### src/rtl/oam_dma_arbiter_pkg.sv
// Shared types and constants for the OAM DMA arbiter.
package oam_dma_arbiter_pkg;

  typedef enum logic [1:0] {
    DMA_IDLE,
    DMA_START,
    DMA_ACTIVE
  } dma_state_t;

  localparam logic [15:0] DMA_REG_ADDR   = 16'hFF46;
  localparam logic [15:0] HI_REGION_BASE = 16'hFF00;
  localparam int unsigned OAM_BYTES      = 160;

endpackage

### src/rtl/oam_dma_arbiter_engine.sv
// OAM DMA engine: phase counter, transfer state machine, byte index and read latch.
module oam_dma_engine
  import oam_dma_arbiter_pkg::*;
#(
  parameter int unsigned DMA_LEN     = OAM_BYTES,
  parameter int unsigned START_DELAY = 1
) (
  input  logic        clk,
  input  logic        reset,
  input  logic        trigger,
  input  logic [7:0]  src,
  input  logic [7:0]  ext_rdata,
  output logic        phase3,
  output logic        active,
  output logic        busy,
  output logic [15:0] dma_addr,
  output logic        dma_req_read,
  output logic [7:0]  oam_addr,
  output logic [7:0]  oam_wdata,
  output logic        oam_we
);

  localparam logic [7:0] LAST_IDX   = 8'(DMA_LEN - 1);
  localparam logic [7:0] LAST_DELAY = 8'(START_DELAY - 1);

  dma_state_t state_q, state_d;
  logic [1:0] phase_q;
  logic [7:0] idx_q, idx_d;
  logic [7:0] dcnt_q, dcnt_d;
  logic [7:0] latch_q;

  // State, counters and read latch
  always_ff @(posedge clk or posedge reset) begin
    if (reset) begin
      state_q <= DMA_IDLE;
      phase_q <= '0;
      idx_q   <= '0;
      dcnt_q  <= '0;
      latch_q <= '0;
    end else begin
      state_q <= state_d;
      phase_q <= phase_q + 2'd1;
      idx_q   <= idx_d;
      dcnt_q  <= dcnt_d;
      if (state_q == DMA_ACTIVE && phase_q == 2'd2) begin
        latch_q <= ext_rdata;
      end
    end
  end

  // Next state; a trigger overrides the normal step, so the current
  // ACTIVE byte still completes its phase-3 write before the restart.
  always_comb begin
    state_d = state_q;
    idx_d   = idx_q;
    dcnt_d  = dcnt_q;
    if (phase_q == 2'd3) begin
      case (state_q)
        DMA_START: begin
          if (dcnt_q == LAST_DELAY) begin
            state_d = DMA_ACTIVE;
            idx_d   = '0;
          end else begin
            dcnt_d = dcnt_q + 8'd1;
          end
        end
        DMA_ACTIVE: begin
          if (idx_q == LAST_IDX) begin
            state_d = DMA_IDLE;
            idx_d   = '0;
          end else begin
            idx_d = idx_q + 8'd1;
          end
        end
        default: state_d = DMA_IDLE;
      endcase
      if (trigger) begin
        state_d = DMA_START;
        idx_d   = '0;
        dcnt_d  = '0;
      end
    end
  end

  // Bus and OAM outputs decoded from registered state
  always_comb begin
    phase3       = (phase_q == 2'd3);
    active       = (state_q == DMA_ACTIVE);
    busy         = (state_q != DMA_IDLE);
    dma_addr     = active ? {src, idx_q} : '0;
    dma_req_read = active && (phase_q == 2'd1 || phase_q == 2'd2);
    oam_we       = active && (phase_q == 2'd3);
    oam_addr     = oam_we ? idx_q : '0;
    oam_wdata    = oam_we ? latch_q : '0;
  end

endmodule

### src/rtl/oam_dma_arbiter.sv
// OAM DMA arbiter: FF46 source register, source clamp and CPU bus routing.
module oam_dma_arbiter #(
  parameter int unsigned DMA_LEN      = oam_dma_arbiter_pkg::OAM_BYTES,
  parameter logic [15:0] DMA_REG_ADDR = oam_dma_arbiter_pkg::DMA_REG_ADDR,
  parameter int unsigned START_DELAY  = 1
) (
  input  logic        clk,
  input  logic        reset,
  input  logic [15:0] cpu_addr,
  input  logic [7:0]  cpu_wdata,
  output logic [7:0]  cpu_rdata,
  input  logic        cpu_req_read,
  input  logic        cpu_req_write,
  output logic [15:0] ext_addr,
  output logic [7:0]  ext_wdata,
  input  logic [7:0]  ext_rdata,
  output logic        ext_req_read,
  output logic        ext_req_write,
  output logic [15:0] hi_addr,
  output logic [7:0]  hi_wdata,
  input  logic [7:0]  hi_rdata,
  output logic        hi_req_read,
  output logic        hi_req_write,
  output logic [7:0]  oam_addr,
  output logic [7:0]  oam_wdata,
  output logic        oam_we,
  output logic        dma_active
);
  import oam_dma_arbiter_pkg::*;

  logic [7:0]  dma_src;
  logic        reg_hit, hi_hit, reg_load;
  logic        phase3, active;
  logic [15:0] dma_addr;
  logic        dma_req_read;

  assign reg_hit  = (cpu_addr == DMA_REG_ADDR);
  assign hi_hit   = (cpu_addr[15:8] == HI_REGION_BASE[15:8]) && !reg_hit;
  assign reg_load = phase3 && cpu_req_write && reg_hit;

  // FF46 source register; E0-FF pages fold down so DMA never reads above DFFF
  always_ff @(posedge clk or posedge reset) begin
    if (reset) begin
      dma_src <= 8'hFF;
    end else if (reg_load) begin
      dma_src <= (cpu_wdata[7:5] == 3'b111) ? cpu_wdata - 8'h20 : cpu_wdata;
    end
  end

  oam_dma_engine #(
    .DMA_LEN     (DMA_LEN),
    .START_DELAY (START_DELAY)
  ) u_engine (
    .clk          (clk),
    .reset        (reset),
    .trigger      (reg_load),
    .src          (dma_src),
    .ext_rdata    (ext_rdata),
    .phase3       (phase3),
    .active       (active),
    .busy         (dma_active),
    .dma_addr     (dma_addr),
    .dma_req_read (dma_req_read),
    .oam_addr     (oam_addr),
    .oam_wdata    (oam_wdata),
    .oam_we       (oam_we)
  );

  // CPU routing: FF46 local, FFxx to hi port, rest to ext unless DMA owns it
  always_comb begin
    ext_addr      = '0;
    ext_wdata     = '0;
    ext_req_read  = 1'b0;
    ext_req_write = 1'b0;
    hi_addr       = '0;
    hi_wdata      = '0;
    hi_req_read   = 1'b0;
    hi_req_write  = 1'b0;
    cpu_rdata     = 8'hFF;
    if (reg_hit) begin
      cpu_rdata = dma_src;
    end else if (hi_hit) begin
      hi_addr      = cpu_addr;
      hi_wdata     = cpu_wdata;
      hi_req_read  = cpu_req_read;
      hi_req_write = cpu_req_write;
      cpu_rdata    = hi_rdata;
    end else if (!active) begin
      ext_addr      = cpu_addr;
      ext_wdata     = cpu_wdata;
      ext_req_read  = cpu_req_read;
      ext_req_write = cpu_req_write;
      cpu_rdata     = ext_rdata;
    end
    if (active) begin
      ext_addr     = dma_addr;
      ext_req_read = dma_req_read;
    end
  end

endmodule

### config.mk
export PLATFORM = sky130hd
export DESIGN_NAME = oam_dma_arbiter
export DESIGN_NICKNAME = d
export VERILOG_FILES = /design/src/rtl/oam_dma_arbiter_pkg.sv /design/src/rtl/oam_dma_arbiter_engine.sv /design/src/rtl/oam_dma_arbiter.sv
export SDC_FILE = /design/constraint.sdc
export NUM_CORES = 1
export LEC_CHECK = 0
export CELL_PAD_IN_SITES_DETAIL_PLACEMENT = 0
export CELL_PAD_IN_SITES_GLOBAL_PLACEMENT = 1
export CORE_MARGIN = 3
export CORE_UTILIZATION = 46
export CTS_CLUSTER_DIAMETER = 100
export DETAILED_ROUTE_END_ITERATION = 12
export DONT_BUFFER_PORTS = 1
export GPL_TIMING_DRIVEN = 0
export PLACE_DENSITY = 0.85
export SYNTH_ARGS = -nofsm -noshare
export SYNTH_HDL_FRONTEND = slang
export SYNTH_SLANG_ARGS = --single-unit
### constraint.sdc
create_clock -name clk -period 3.1 [get_ports clk]
set_clock_uncertainty 0.1 [all_clocks]
set_input_delay 0.775 -clock clk [delete_from_list [all_inputs] [get_ports clk]]
set_output_delay 0.775 -clock clk [all_outputs]
set_load 0.01 [all_outputs]
# After elaboration in Yosys (flattened, before gate mapping)
# Cells that the tools add are included.
dict set report classes {
  muxes 37
  n_eq_ne 12
  addsub 4
  n_reduce_logical 15
}
# op count
set ops {}
lappend ops {{2-to-1 mux 8 bit} 17}
lappend ops {{2-to-1 mux 16 bit} 5}
lappend ops {{adder 8 x 1 -> 8 bit, second input constant} 2}
lappend ops {{equality test 16 bit, second input constant} 1}
lappend ops {{equality test 8 bit, second input constant} 2}
lappend ops {{case mux 8 bit (2 select lines)} 1}
lappend ops {{2-to-1 mux 1 bit} 10}
lappend ops {{AND reduction 3 bit} 3}
lappend ops {{logical NOT 8 bit} 1}
lappend ops {{subtractor 8 x 6 -> 8 bit, second input constant} 1}
lappend ops {{equality test 2 bit, second input constant} 3}
lappend ops {{logical AND 1 bit} 6}
lappend ops {{2-to-1 mux 2 bit} 3}
lappend ops {{inequality test 3 x 2 -> 1 bit, second input constant} 2}
lappend ops {{equality test 2 x 1 -> 1 bit, second input constant} 2}
lappend ops {{case mux 2 bit (2 select lines)} 1}
lappend ops {{nonzero test 2 bit} 2}
lappend ops {{equality test 3 bit, second input constant} 1}
lappend ops {{nonzero test 3 bit} 1}
lappend ops {{adder 2 x 1 -> 2 bit, second input constant} 1}
lappend ops {{inequality test 2 bit, second input constant} 1}
lappend ops {{logical NOT 1 bit} 1}
lappend ops {{logical OR 1 bit} 1}
dict set report word_totals {
  word_cells 74
  out_inout_bits 78
  reg_bits 36
}

# Logic depth before layout (Yosys ltp)
dict set report depth {
  depth_word 6
  mapped_depth 7
}

# By module
# Synthesis repeated with hierarchy kept, for this count alone.
dict set report unflattened {
  cells_unflattened 332
  area_unflattened_um2 2790.2
}
# module cells_per_inst seq_area_each_um2 area_each_um2 instances
set modules_own_cells {}
lappend modules_own_cells {oam_dma_engine 171 700.7 1694.1 1}
lappend modules_own_cells {oam_dma_arbiter 161 210.2 1096.1 1}

# Worst setup path before layout
# No wires, ideal clock.
dict set report synth_path {
  path_kind {input to output}
  from {input cpu_addr[4]}
  to {output cpu_rdata[1]}
  stages 6
  arrival_time_ps 1978
  n_path_buf 2
  slack_ps 247
  required_time_ps 2225
  cell_sequence {nor4b_4 > nand2_4 > buf_6 > buf_6 > mux2i_1 > a21oi_1}
}
dict set report synth_between {
  elab_chain_len 5
}
# item line
set synth_lines {}
lappend synth_lines {{from (decl)} oam_dma_arbiter.sv:9} ;# input logic [15:0] cpu_addr,
lappend synth_lines {{equality test 16 bit *} oam_dma_arbiter.sv:37} ;# assign reg_hit = (cpu_addr == DMA_REG_ADDR);
lappend synth_lines {{logical NOT 1 bit} oam_dma_arbiter.sv:38} ;# assign hi_hit = (cpu_addr[15:8] == HI_REGION_BASE[15:8]) && !reg_hit;
lappend synth_lines {{logical AND 1 bit} oam_dma_arbiter.sv:38}
lappend synth_lines {{2-to-1 mux 8 bit} oam_dma_arbiter.sv:82} ;# end else if (hi_hit) begin
lappend synth_lines {{2-to-1 mux 8 bit *} oam_dma_arbiter.sv:80} ;# if (reg_hit) begin
lappend synth_lines {{to (decl)} oam_dma_arbiter.sv:11} ;# output logic [7:0] cpu_rdata,
# Mark *: on every way between the ends. The rest lies on a longest branch, timed or not.

# Worst setup path after layout
dict set report layout_path {
  from {input cpu_addr[15]}
  to {output ext_wdata[0]}
}
dict set report layout_between {
  elab_chain_len 5
}
# item line
set layout_lines {}
lappend layout_lines {{equality test 16 bit} oam_dma_arbiter.sv:37}
lappend layout_lines {{logical NOT 1 bit} oam_dma_arbiter.sv:38}
lappend layout_lines {{logical AND 1 bit} oam_dma_arbiter.sv:38}
lappend layout_lines {{2-to-1 mux 8 bit} oam_dma_arbiter.sv:82}
lappend layout_lines {{2-to-1 mux 8 bit *} oam_dma_arbiter.sv:80}
lappend layout_lines {{to (decl)} oam_dma_arbiter.sv:15} ;# output logic [7:0] ext_wdata,
# Marked as above.

==> PnR_summary.wiki <==
{| class="wikitable"
! Metric !! Value
|-
| Area Overhead vs Synth || 7.39%
|-
| First-iteration detailed-routing DRC count || 183
|-
| R2r worst-path depth || 6
|-
| Instance count after placement with tap cells included || 367
|-
| Latest clock arrival within the worst-skew pair || 0.29 ns
|-
| Number of detailed-routing iterations run before antenna repair || 4
|-
| Final Hold Vio Count || 0
|-
| Number of port buffers || 0
|-
| Clock-pin transition on the worst setup and hold timing paths || 0.07 ns
|-
| Std cell rows || 27
|-
| Routability congestion estimate || 0.845
|-
| Leakage power || 0.00141 uW
|-
| Number of cells on the worst hold path || 1
|-
| Crit path max-delay family || buffers and inverters
|-
| Peak supply drop || 0.179 mV
|-
| First-pass GRT wire length || 13.1 mm
|-
| Maximum buffer depth of the clock tree || 2
|-
| Antenna cell count || 0
|-
| Top cell type's share of synthesized area || 0.260
|-
| Fmax || 339 MHz
|-
| Syn Area/Cell || 9.12 um2
|-
| TritonCTS clock tree || built
|-
| Origin of the worst min-delay path || u_engine.phase_q[0]
|-
| Remaining global-route overflow || 0
|-
| Number of flops mapped to enable cells by yosys || 0
|-
| Power per cell area || 310 nW/um2
|-
| DIE WIDTH || 82.5 um
|-
| Final Cycle Share || 0.952
|-
| Slowest cell on the critical path || clkbuf_1
|-
| Buffer type at the clock tree root || clkbuf_8
|-
| Asr flop ratio synth || 1.00
|-
| Total CTS buffers || 5
|-
| Total core area || 5570 um2
|-
| CP max stage delay || 0.47 ns
|-
| Endpoint, Worst Hold || u_engine.phase_q[0]
|-
| Top library cells by usage in the layout, fill and taps aside || and3_1 (37), dfrtp_1 (28), a21oi_1 (22), nand2_1 (21), a22o_1 (17)
|-
| Reg-to-reg slack, setup || 0.87 ns
|-
| Cell accounting for the most synthesized area || dfrtp_1
|-
| Clock sink count || 36
|-
| Cell area after synthesis || 2690 um2
|-
| Number of library cell types mapped by synthesis || 50
|-
| Post-synth net total || 346
|-
| Post-detail-place hpwl || 6.44 mm
|-
| Relative slew slack || 0.489
|-
| Arrival time worst endpoint || 2.08 ns
|-
| Setup repair after global routing missed its margin || false
|-
| Count of antenna-violating nets left after detailed routing || 0
|-
| Vias after detailed routing || 2496
|-
| Height of the die || 82.5 um
|-
| Max Transition Viols Final || 0
|-
| Share of layout cells above drive strength 1 || 0.184
|-
| Type of the most critical hold path || flop to flop
|-
| Antenna violations before repair || 0
|-
| CP bufs+invs || 2
|-
| Average wire per standard cell || 22.6 um
|-
| Flip-flop and latch count after synthesis || 36
|-
| Vias in the first global route || 2504
|-
| Maxcap violations || 0
|-
| Tmin final || 2.95 ns
|-
| Least-Margin Pin Slew || 0.766 ns
|-
| Most frequent standard cell in the layout excluding fill and tap cells || and3_1
|-
| GR Util All Layers || 0.259
|-
| Hold buffers post-CTS || 0
|-
| Cell-by-cell trace of the critical path || nand4_1, or2_1, clkbuf_1, clkbuf_1, and3_1
|-
| DRC violations left || 0
|-
| Pin count of the biggest net entering global routing || 37
|-
| Synth Flop Type || dfrtp_1
|-
| FF-to-FF Start || u_engine.dcnt_q[0]
|-
| Required time of the worst setup path || 2.22 ns
|-
| Finished Core Util || 0.519
|-
| Cells after Synth || 295
|-
| Yosys synthesis warning count || 0
|-
| Deepest level of the CTS H-tree || 2
|-
| Final-stage net count || 354
|-
| Most Frequent Cell on Critical Path || clkbuf_1
|-
| Worst-path maximum fanout || 10
|-
| Effective utilization at floorplan || 0.483
|-
| I/O pin total || 122
|-
| Critical setup path kind || input pin to primary output
|-
| Overall Power || 896 uW
|-
| Portion of the post-synthesis area used by sequential elements || 0.338
|-
| Most area-consuming cells after synthesis || dfrtp_1 (26%), and3_1 (8.6%), dfstp_2 (7.8%), a22o_1 (5.5%), mux2_2 (4.6%)
|-
| Startpoint type of the worst setup path || input pin
|-
| Number of setup violations in the final report || 0
|-
| Number of vias per cell after detailed routing || 6.64
|-
| Status || completed
|-
| Critical Path Sink Type || primary output
|-
| Total Wirelength || 8.50 mm
|-
| Critical register-to-register path endpoint || u_engine.idx_q[5]
|-
| Die area || 6800 um2
|-
| Post-Route Hold Slack || 0.345 ns
|-
| Non-filler cells in the finished layout || 376
|}
## kinds of logic after synthesis
family / Yosys count / synth area share
compound gates: 75 / 0.199
xor+xnor: 3 / 0.00976
fa+ha+maj: 7 / 0.0325
buf+inv: 37 / 0.0651
flops: 36 / 0.338
mux: 25 / 0.107
simple gates: 112 / 0.248
## metal layers
metal	GRT usage	part of all wire	wire [um]	vias to the layer above
met4	0.0784	0.011	91	0
met1	0.332	0.42	3580	1224
met5	0	0	0	-
li1	-	-	-	1126
met2	0.439	0.48	4060	137
met3	0.0521	0.091	776	9
## stage by stage
step / TNS (ns) / instance area, um2 / worst slack [ns]
2_1_floorplan: 0 / 2690 / 0.247
3_3_place_gp: -1.76 / 2780 / -0.164
3_5_place_dp: -1.96 / 2780 / -0.181
4_1_cts: 0 / 2880 / 0.0566
5_1_grt: 0 / 2890 / 0.0361
6_report: 0 / 2890 / 0.149
## worst max-delay path by stage
stage / startpoint / endpoint / slack (ns) / cells after the start
finish: cpu_addr[15] / ext_wdata[0] / 0.15 / 5
detailed placement: cpu_addr[14] / ext_addr[10] / -0.18 / 5
floorplan: cpu_addr[4] / cpu_rdata[1] / 0.25 / 6
global route: u_engine.state_q[1] / cpu_rdata[0] / 0.04 / 6
global placement: cpu_addr[14] / ext_addr[10] / -0.16 / 5
CTS: cpu_addr[4] / cpu_rdata[6] / 0.06 / 6
## state kept, by name (all words and copies together) (netlist names)
name / count
dma_src: 8
u_engine.latch_q: 8
u_engine.state_q: 2
u_engine.idx_q: 8
u_engine.dcnt_q: 8
u_engine.phase_q: 2
## Yosys cell counts, types with 8 or more instances
library cell,number
o21ai_0,9
inv_1,12
nand2_1,21
nor3_1,13
dfrtp_1,28
clkbuf_1,14
mux2_2,11
and3_1,37
mux2i_1,9
a21oi_1,22
a22o_1,17
dfstp_2,8
## power by group
part           total (uW)  switching [uW]  leakage (uW)  internal (uW)
Clock                 348             166     0.0000455            181
Combinational        70.6            43.0       0.00100           27.5
Sequential            477            2.11      0.000367            475
Total                 896             212       0.00141            684
## layout make-up
class | count | area, um2
Timing Repair Buffer | 1 | 7.51
Multi-Input combinational cell | 222 | 1610
Clock buffer | 8 | 90.1
Tap cell | 72 | 90.1
Inverter | 12 | 45.0
Fill cell | 543 | 2680
Buffer | 25 | 136
Sequential cell | 36 | 911
## what timing repair did
item / CTS / global route
buffers inserted: 0 / 1
pin swaps: 0 / 1
endpoints found under the hold margin: 0 / 0
setup endpoints to repair: 17 / 21
gates resized for setup: 2 / 9
(Power assumes the default switching activity.)
